===== src/rtl/sar_search_8bit_pkg.sv =====
// Shared types and constants for the successive-approximation search controller.
package sar_pkg;

  // Controller states.
  typedef enum logic [1:0] {
    IDLE   = 2'd0,
    SEARCH = 2'd1,
    DONE   = 2'd2
  } sar_state_e;

  // Bit positions of the comparator flags inside the packed flag vector.
  localparam int unsigned FLAG_GT = 2;
  localparam int unsigned FLAG_LT = 1;
  localparam int unsigned FLAG_EQ = 0;
  localparam int unsigned FLAG_W  = 3;

endpackage


===== src/rtl/sar_search_8bit_if.sv =====
// Handshake and comparator bundle between the SAR controller and its environment.
// slave: the controller side; master: the side that starts searches and answers compares.
interface sar_search_8bit_if #(
  parameter int unsigned WIDTH = 8
) ();

  logic             start;
  logic [WIDTH-1:0] guess;
  logic             greater;
  logic             less;
  logic             equal;
  logic             busy;
  logic             done;
  logic [WIDTH-1:0] result;
  logic             err;

  modport master (
    output start, greater, less, equal,
    input  guess, busy, done, result, err
  );

  modport slave (
    input  start, greater, less, equal,
    output guess, busy, done, result, err
  );

endinterface


===== src/rtl/sar_search_8bit_flag_check.sv =====
// Combinational sanity check of the comparator flags: exactly one of
// greater/less/equal must be set. keep_bit says whether the trial bit survives.
module sar_flag_check
  import sar_pkg::*;
(
  input  logic i_greater,
  input  logic i_less,
  input  logic i_equal,
  output logic o_valid,
  output logic o_keep_bit
);

  logic [FLAG_W-1:0] w_flags;

  // Pack flags, then test for a single set bit and decode the keep decision.
  always_comb begin
    w_flags          = '0;
    w_flags[FLAG_GT] = i_greater;
    w_flags[FLAG_LT] = i_less;
    w_flags[FLAG_EQ] = i_equal;
    // Odd parity means one or three bits set; the AND term rejects three.
    o_valid          = (^w_flags) & ~(&w_flags);
    o_keep_bit       = w_flags[FLAG_LT] | w_flags[FLAG_EQ];
  end

endmodule


===== src/rtl/sar_search_8bit.sv =====
// Successive-approximation search controller. Drives trial operands into an external
// magnitude comparator and binary-searches the comparator's other operand.
// Optional feature macro: SAR_EARLY_EXIT_EN (stop as soon as equal is reported).
module sar_search_8bit
  import sar_pkg::*;
#(
  parameter int unsigned WIDTH = 8
) (
  input logic               clk,
  input logic               rst_n,
  sar_search_8bit_if.slave  bus
);

  localparam int unsigned IdxW = (WIDTH > 1) ? $clog2(WIDTH) : 1;

  sar_state_e       r_state, w_state_next;
  logic [WIDTH-1:0] r_acc, w_acc_next;
  logic [IdxW-1:0]  r_idx, w_idx_next;
  logic [WIDTH-1:0] r_guess, w_guess_next;
  logic [WIDTH-1:0] r_result, w_result_next;
  logic             r_err, w_err_next;

  logic             w_valid;
  logic             w_keep_bit;
  logic [WIDTH-1:0] w_acc_step;
  logic [IdxW-1:0]  w_idx_step;

  sar_flag_check u_flag_check (
    .i_greater  (bus.greater),
    .i_less     (bus.less),
    .i_equal    (bus.equal),
    .o_valid    (w_valid),
    .o_keep_bit (w_keep_bit)
  );

  // State and datapath registers; reset clears every visible output at once.
  always_ff @(posedge clk or negedge rst_n) begin
    if (!rst_n) begin
      r_state  <= IDLE;
      r_acc    <= '0;
      r_idx    <= '0;
      r_guess  <= '0;
      r_result <= '0;
      r_err    <= 1'b0;
    end else begin
      r_state  <= w_state_next;
      r_acc    <= w_acc_next;
      r_idx    <= w_idx_next;
      r_guess  <= w_guess_next;
      r_result <= w_result_next;
      r_err    <= w_err_next;
    end
  end

  // Next-state and datapath update for one search step.
  always_comb begin
    w_state_next  = r_state;
    w_acc_next    = r_acc;
    w_idx_next    = r_idx;
    w_guess_next  = r_guess;
    w_result_next = r_result;
    w_err_next    = r_err;
    w_acc_step    = w_keep_bit ? r_guess : r_acc;
    w_idx_step    = r_idx - 1'b1;

    unique case (r_state)
      IDLE: begin
        if (bus.start) begin
          w_state_next = SEARCH;
          w_acc_next   = '0;
          w_idx_next   = IdxW'(WIDTH - 1);
          w_guess_next = WIDTH'(1) << (WIDTH - 1);
          w_err_next   = 1'b0;
        end
      end

      SEARCH: begin
        if (!w_valid) begin
          // Bad flags: report the last committed accumulator, not the trial.
          w_state_next  = DONE;
          w_err_next    = 1'b1;
          w_result_next = r_acc;
          w_guess_next  = '0;
        end
`ifdef SAR_EARLY_EXIT_EN
        else if (bus.equal) begin
          w_state_next  = DONE;
          w_result_next = r_guess;
          w_guess_next  = '0;
        end
`endif
        else begin
          w_acc_next = w_acc_step;
          if (r_idx == '0) begin
            w_state_next  = DONE;
            w_result_next = w_acc_step;
            w_guess_next  = '0;
          end else begin
            w_idx_next   = w_idx_step;
            w_guess_next = w_acc_step | (WIDTH'(1) << w_idx_step);
          end
        end
      end

      DONE: begin
        w_state_next = IDLE;
      end

      default: begin
        w_state_next = IDLE;
        w_guess_next = '0;
      end
    endcase
  end

  // Status outputs decode straight from the state register.
  always_comb begin
    bus.guess  = r_guess;
    bus.busy   = (r_state == SEARCH);
    bus.done   = (r_state == DONE);
    bus.result = r_result;
    bus.err    = r_err;
  end

endmodule


===== src/flat_wrapper.sv =====
// flat-port wrapper written by rule: the top's interface ports become plain ports
module sar_search_8bit_flat import sar_pkg::*;
#(
  parameter int unsigned WIDTH = 8
)
  (clk, rst_n, bus_start, bus_greater, bus_less, bus_equal, bus_guess, bus_busy, bus_done, bus_result, bus_err);
  sar_search_8bit_if #(.WIDTH(WIDTH)) bus_i ();
  input logic clk;
  input logic rst_n;
  input wire logic [$bits(bus_i.start)-1:0] bus_start;
  input wire logic [$bits(bus_i.greater)-1:0] bus_greater;
  input wire logic [$bits(bus_i.less)-1:0] bus_less;
  input wire logic [$bits(bus_i.equal)-1:0] bus_equal;
  output wire logic [$bits(bus_i.guess)-1:0] bus_guess;
  output wire logic [$bits(bus_i.busy)-1:0] bus_busy;
  output wire logic [$bits(bus_i.done)-1:0] bus_done;
  output wire logic [$bits(bus_i.result)-1:0] bus_result;
  output wire logic [$bits(bus_i.err)-1:0] bus_err;
  assign bus_i.start = bus_start;
  assign bus_i.greater = bus_greater;
  assign bus_i.less = bus_less;
  assign bus_i.equal = bus_equal;
  assign bus_guess = bus_i.guess;
  assign bus_busy = bus_i.busy;
  assign bus_done = bus_i.done;
  assign bus_result = bus_i.result;
  assign bus_err = bus_i.err;
  sar_search_8bit #(.WIDTH(WIDTH)) u_core (.clk(clk), .rst_n(rst_n), .bus(bus_i));
endmodule

===== config.mk =====
export PLATFORM = sky130hd
export DESIGN_NAME = sar_search_8bit_flat
export DESIGN_NICKNAME = d
export VERILOG_FILES = /design/src/rtl/sar_search_8bit_pkg.sv /design/src/rtl/sar_search_8bit_if.sv /design/src/rtl/sar_search_8bit_flag_check.sv /design/src/rtl/sar_search_8bit.sv /design/src/flat_wrapper.sv
export SDC_FILE = /design/constraint.sdc
export NUM_CORES = 1
export LEC_CHECK = 0
export CORE_UTILIZATION = 48
export CTS_BUF_LIST = sky130_fd_sc_hd__clkbuf_16
export DETAILED_ROUTE_END_ITERATION = 10
export GPL_ROUTABILITY_DRIVEN = 0
export GPL_TIMING_DRIVEN = 1
export MAX_ROUTING_LAYER = met4
export PLACE_DENSITY = 0.76
export SLEW_MARGIN = 10
export SYNTH_ARGS = -nofsm -noshare
export SYNTH_HDL_FRONTEND = slang
export SYNTH_SLANG_ARGS = --single-unit

===== constraint.sdc =====
create_clock -name clk -period 1.7 [get_ports clk]
set_clock_uncertainty 0.2 [all_clocks]
set_input_delay 0.34 -clock clk [delete_from_list [all_inputs] [get_ports clk]]
set_output_delay 0.34 -clock clk [all_outputs]
set_load 0.005 [all_outputs]

# Word level (Yosys, flattened, before mapping)
# Cells that the tools add are included.
# classes
bitwise_logic,5
n_shift,1
eq_ne,8
div,0
magnitude_cmp,0
add_sub_neg,1
multipliers,0
n_mux,21
reduce_logical,11
# ops
cell,count
8-bit 2-to-1 mux,8
8-bit one-hot mux with 3 select lines,1
8-bit one-hot mux with 2 select lines,1
3-bit 2-to-1 mux,3
3-bit AND reduction,3
"2-bit inequality test, second input constant",4
8-bit OR,1
"1-bit by 3-bit << shifter with 8-bit output, first input constant",1
2-bit 2-to-1 mux,3
3-bit one-hot mux with 2 select lines,1
2-bit AND reduction,3
2-bit one-hot mux with 2 select lines,1
4-bit AND reduction,1
3-bit logical NOT,1
"3-bit inequality test, second input constant",1
3-bit parity,1
"3-bit by 1-bit subtractor with 3-bit output, second input constant",1
"2-bit by 1-bit equality test with 1-bit output, second input constant",1
"2-bit equality test, second input constant",1
2-bit logical NOT,1
1-bit 2-to-1 mux,2
"2-bit by 1-bit inequality test with 1-bit output, second input constant",1
1-bit inverter,2
1-bit one-hot mux with 2 select lines,1
3 further kinds,3
# totals
n_memories,0
input_bits,6
ramBits,0
output_inout_bits,19
word_cells,53
rom_bits,0
latchBits,0
register_bits,30

# Depth between registers and ports, before layout
# depth
depth_word,6
ltp_mapped,8
ltp_nobuf,6

# Modules after synthesis
# From an unflattened synthesis, not the netlist that was laid out.
# unflattened
cells_unflattened,135
area_unflattened_um2,1574.0
# modules_own_cells
mod,cells_per_inst,area_per_inst_um2,n_inst
sar_search_8bit,127,1521.5,1
sar_flag_check,8,52.6,1

# Worst setup path before layout
# No wires, ideal clock.
# synth_timing
path_type,input-to-reg
start,input bus_equal
end,register u_core.r_result[7] (netlist: u_core.bus.result[7])
required_ns,1.404
path_slack_ns,-0.254
path_buffers,2
stages,8
t_arrival_ns,1.658
path_cell_list,inv_1 > ha_1 > or3b_1 > buf_6 > nand2_2 > buf_6 > nor3_1 > a311oi_2
# synth_via
elab_chain_len,5
# synth_rtl
item,line,source
start: declaration,flat_wrapper.sv:13,input wire logic [$bits(bus_i.equal)-1:0] bus_equal;
3-bit AND reduction,sar_search_8bit_flag_check.sv:22,o_valid = (^w_flags) & ~(&w_flags);
1-bit inverter,sar_search_8bit_flag_check.sv:22,
1-bit AND,sar_search_8bit_flag_check.sv:22,
2-bit inequality test (no source line),--,
2-bit AND reduction (no source line),--,
end signal: assignment,sar_search_8bit.sv:50,r_result <= w_result_next;
end: declaration,sar_search_8bit.sv:20,"logic [WIDTH-1:0] r_result, w_result_next;"
# Several ways; a longest one is shown, not always the timed one. The select of a mux whose other input is x is not followed.
# A chain may end at the register's enable or synchronous reset.

# Final worst setup path
# layout_timing
start,input bus_less
end,register u_core.r_state[1]
# layout_via
elab_chain_len,5
# layout_rtl
item,line,source
start: declaration,flat_wrapper.sv:12,input wire logic [$bits(bus_i.less)-1:0] bus_less;
3-bit AND reduction,sar_search_8bit_flag_check.sv:22,
1-bit inverter,sar_search_8bit_flag_check.sv:22,
1-bit AND (*),sar_search_8bit_flag_check.sv:22,
2-bit 2-to-1 mux / 3-bit inequality test (equally long branches),--,
2-bit one-hot mux with 2 select lines / 2-bit AND reduction (equally long branches),--,
end signal: assignment,sar_search_8bit.sv:46,r_state <= w_state_next;
end: declaration,sar_search_8bit.sv:16,"sar_state_e r_state, w_state_next;"
# Mark *: on every way between the ends. The rest lies on a longest branch, timed or not.

==> results.md <==
- Status: finished with violations
- Failing checks: negative setup slack
- RSZ-0062 raised after global routing: yes
- TritonCTS buffer count: 5
- DIE AREA: 3660 um2
- Crit. End Element: flip-flop
- Site Rows: 20
- Final Hold Viols: 0
- Vias in the first global route: 1585
- Most frequent cells in the layout: buf_4, dfrtp_1, dlymetal6s2s_1
- Initial DRC Count: 106
- PortBufs: 24
- Share of cells above drive strength 1: 44.4%
- Post-CTS Hold Fix Bufs: 0
- Cell area power density: 1440 nW/um2
- DR pass1 iterations: 4
- DR DRC count: 0
- Final setup fails: 25
- Largest net degree at the start of global routing: 31
- Clock Tree Root: clkbuf_16
- Yosys reg bits: 30
- Slew Limit Fails: 0
- Peak Freq: 0.539 GHz
- Tot GR Track Use: 33.4%
- Worst reg-to-reg path cell count: 7
- Crit path kind: in2reg
- Reg-to-Reg End: u_core.bus.guess[4]$_DFFE_PN0P_
- ANT cells: 0
- CTS tree: done
- P&R area growth vs syn: 70.8%
- Synthesized Nets: 164
- Synth Cell Area: 1640 um2
- Req. time, crit path: 1660 ps
- Starting Density: 52.0%
- Worst slew pin tran: 336 ps
- Initial antenna violation count: 0
- Pre-CTS WS: -1010 ps
- CTS max path bufs: 2
- Antenna Nets Post-Route: 0
- Chip Width: 60.5 um
- Wire length per cell: 25.2 um
- Grt ovf: 0
- Clk Latency, worst-skew pair: 290 ps
- Crit start category: primary input
- CP Data Arrival Time: 1820 ps
- Leak: 1.38 nW
- Slew HR: 77.6%
- Max-Cap Viols: 0
- Core area: 3150 um2
- Vias: 1716
- Die height: 60.5 um
- Post-Syn Instances: 148
- Reg2reg setup slack: -70 ps
- First-pass GRT wire length: 8.26 mm
- Post-layout minimum cycle time: 1860 ps
- Crit-path max FO: 7
- Final wirelength: 6.74 mm
- Total I/O pin count: 25
- Post-Syn Area per Cell: 11.1 um2
- Sequential cell area fraction in the yosys report: 45.8%
- Sink Count: 30
- Worst vdd rail ir drop: 1630 uV
- H-tree depth: 2
- CTS clk-pin slew, worst paths: 60 ps
- Detailed placement HPWL: 3.04 mm
- Commonest non-fill, non-tap cell in the layout: buf_4
- Reg2Reg Launch Point: u_core.r_idx[0]$_DFFE_PN0P_
- Number of vias per cell: 6.43
- Fin worst setup slack: -156 ps
- Final period util: 109%
- Setup TNS: -1580 ps
- Yosys warns: 0
- Distinct cells, synth: 33
- Worst hold-check path type: in2async
- Final #Nets: 238
## where the power goes
part	switching, W	internal (W)
logic	0.000901	0.000900
registers	0.000146	0.000906
clock network	0.000355	0.000835
## cell usage after synthesis, drive strengths merged
cell / n / area [um2]
a211oi: 1 / 20.0
a21boi: 1 / 18.8
a21oi: 10 / 50.1
a22o: 8 / 70.1
a22oi: 6 / 45.0
a311oi: 8 / 76.3
a31oi: 3 / 18.8
and2b: 1 / 7.51
buf: 7 / 46.3
dfrtp: 30 / 751
ha: 10 / 125
inv: 7 / 26.3
mux2i: 9 / 90.1
nand2: 4 / 17.5
nand2b: 5 / 31.3
nand3: 2 / 10.0
nand3b: 1 / 11.3
nor2: 7 / 26.3
nor2b: 2 / 12.5
nor3: 8 / 40.0
nor3b: 1 / 12.5
o211ai: 1 / 12.5
o21ai: 4 / 20.0
o22ai: 4 / 31.3
o2bb2ai: 7 / 61.3
or3b: 1 / 8.76
## worst max-delay path by stage
stage,start,to,cells past startpoint
final,bus_less,u_core.r_state[1]$_DFFE_PN0P_,8
after detailed placement,bus_less,u_core.r_acc[5]$_DFFE_PN0P_,6
after global routing,bus_less,u_core.r_state[0]$_DFFE_PN0P_,8
after CTS,bus_equal,u_core.r_idx[0]$_DFFE_PN0P_,7
after floorplan,bus_less,u_core.r_acc[0]$_DFFE_PN0P_,6
after global placement,bus_less,u_core.r_acc[5]$_DFFE_PN0P_,6
## per-layer routing
metal / global-route usage, % / part of all wire (%)
met2: 53.2 / 49
met5: - / 0
met4: 12.3 / 3.8
met3: 7.04 / 8.0
met1: 41.8 / 39
## cell families after synthesis
group,count (synthesis),synth area share (%)
buffers and inverters,14,4.42
AND/OR/NAND/NOR,32,10.8
flip-flops,30,45.8
multiplexers,9,5.49
adder cells (fa/ha/maj),10,7.63
AO/OA/AOI/OAI,53,25.9
## worst max-delay path, cell delays in order
cell and delay (ps):
buf_12 100, inv_12 30, ha_4 240, or3b_4 490
a21boi_4 330, buf_6 150, buf_4 100, nor2_2 30
## layout make-up
type / instances / area [um2]
well taps: 44 / 55.1
repair buffers: 73 / 706
flip-flops and latches: 30 / 752
multi-input cells: 105 / 1060
clock inverters: 3 / 63.8
inverters: 7 / 41.3
clock buffers: 5 / 125
fillers: 127 / 352
## state kept, by name, indices dropped and copies added, names as in the netlist
signal	count
u_core.bus.err	1
u_core.bus.result	8
u_core.r_state	2
u_core.bus.guess	8
u_core.r_acc	8
u_core.r_idx	3
## what timing repair did
| item | in CTS | in global routing |
|---|---|---|
| buffers inserted | 16 | 7 |
| gates cloned | 1 | 0 |
| gates resized for setup | 31 | 47 |
| endpoints found under the hold margin | 0 | 0 |
| endpoints found under the setup margin | 39 | 36 |
| pin swaps | 9 | 11 |
## through the flow
stage / instance area, um2 / cells / total power, W / hold slack, ps / utilization [%]
final: 2800 / 267 / 0.00404 / 251 / 88.8
after global routing: 2800 / 267 / 0.00419 / 281 / 88.8
after CTS: 2540 / 261 / 0.00366 / 251 / 80.7
after detailed placement: 2160 / 236 / 0.00236 / 329 / 68.5
after global placement: 2160 / 236 / 0.00229 / 299 / 68.5
after floorplan: 1680 / 148 / 0.00166 / -156 / -
Power figures use the tool's default switching activity.
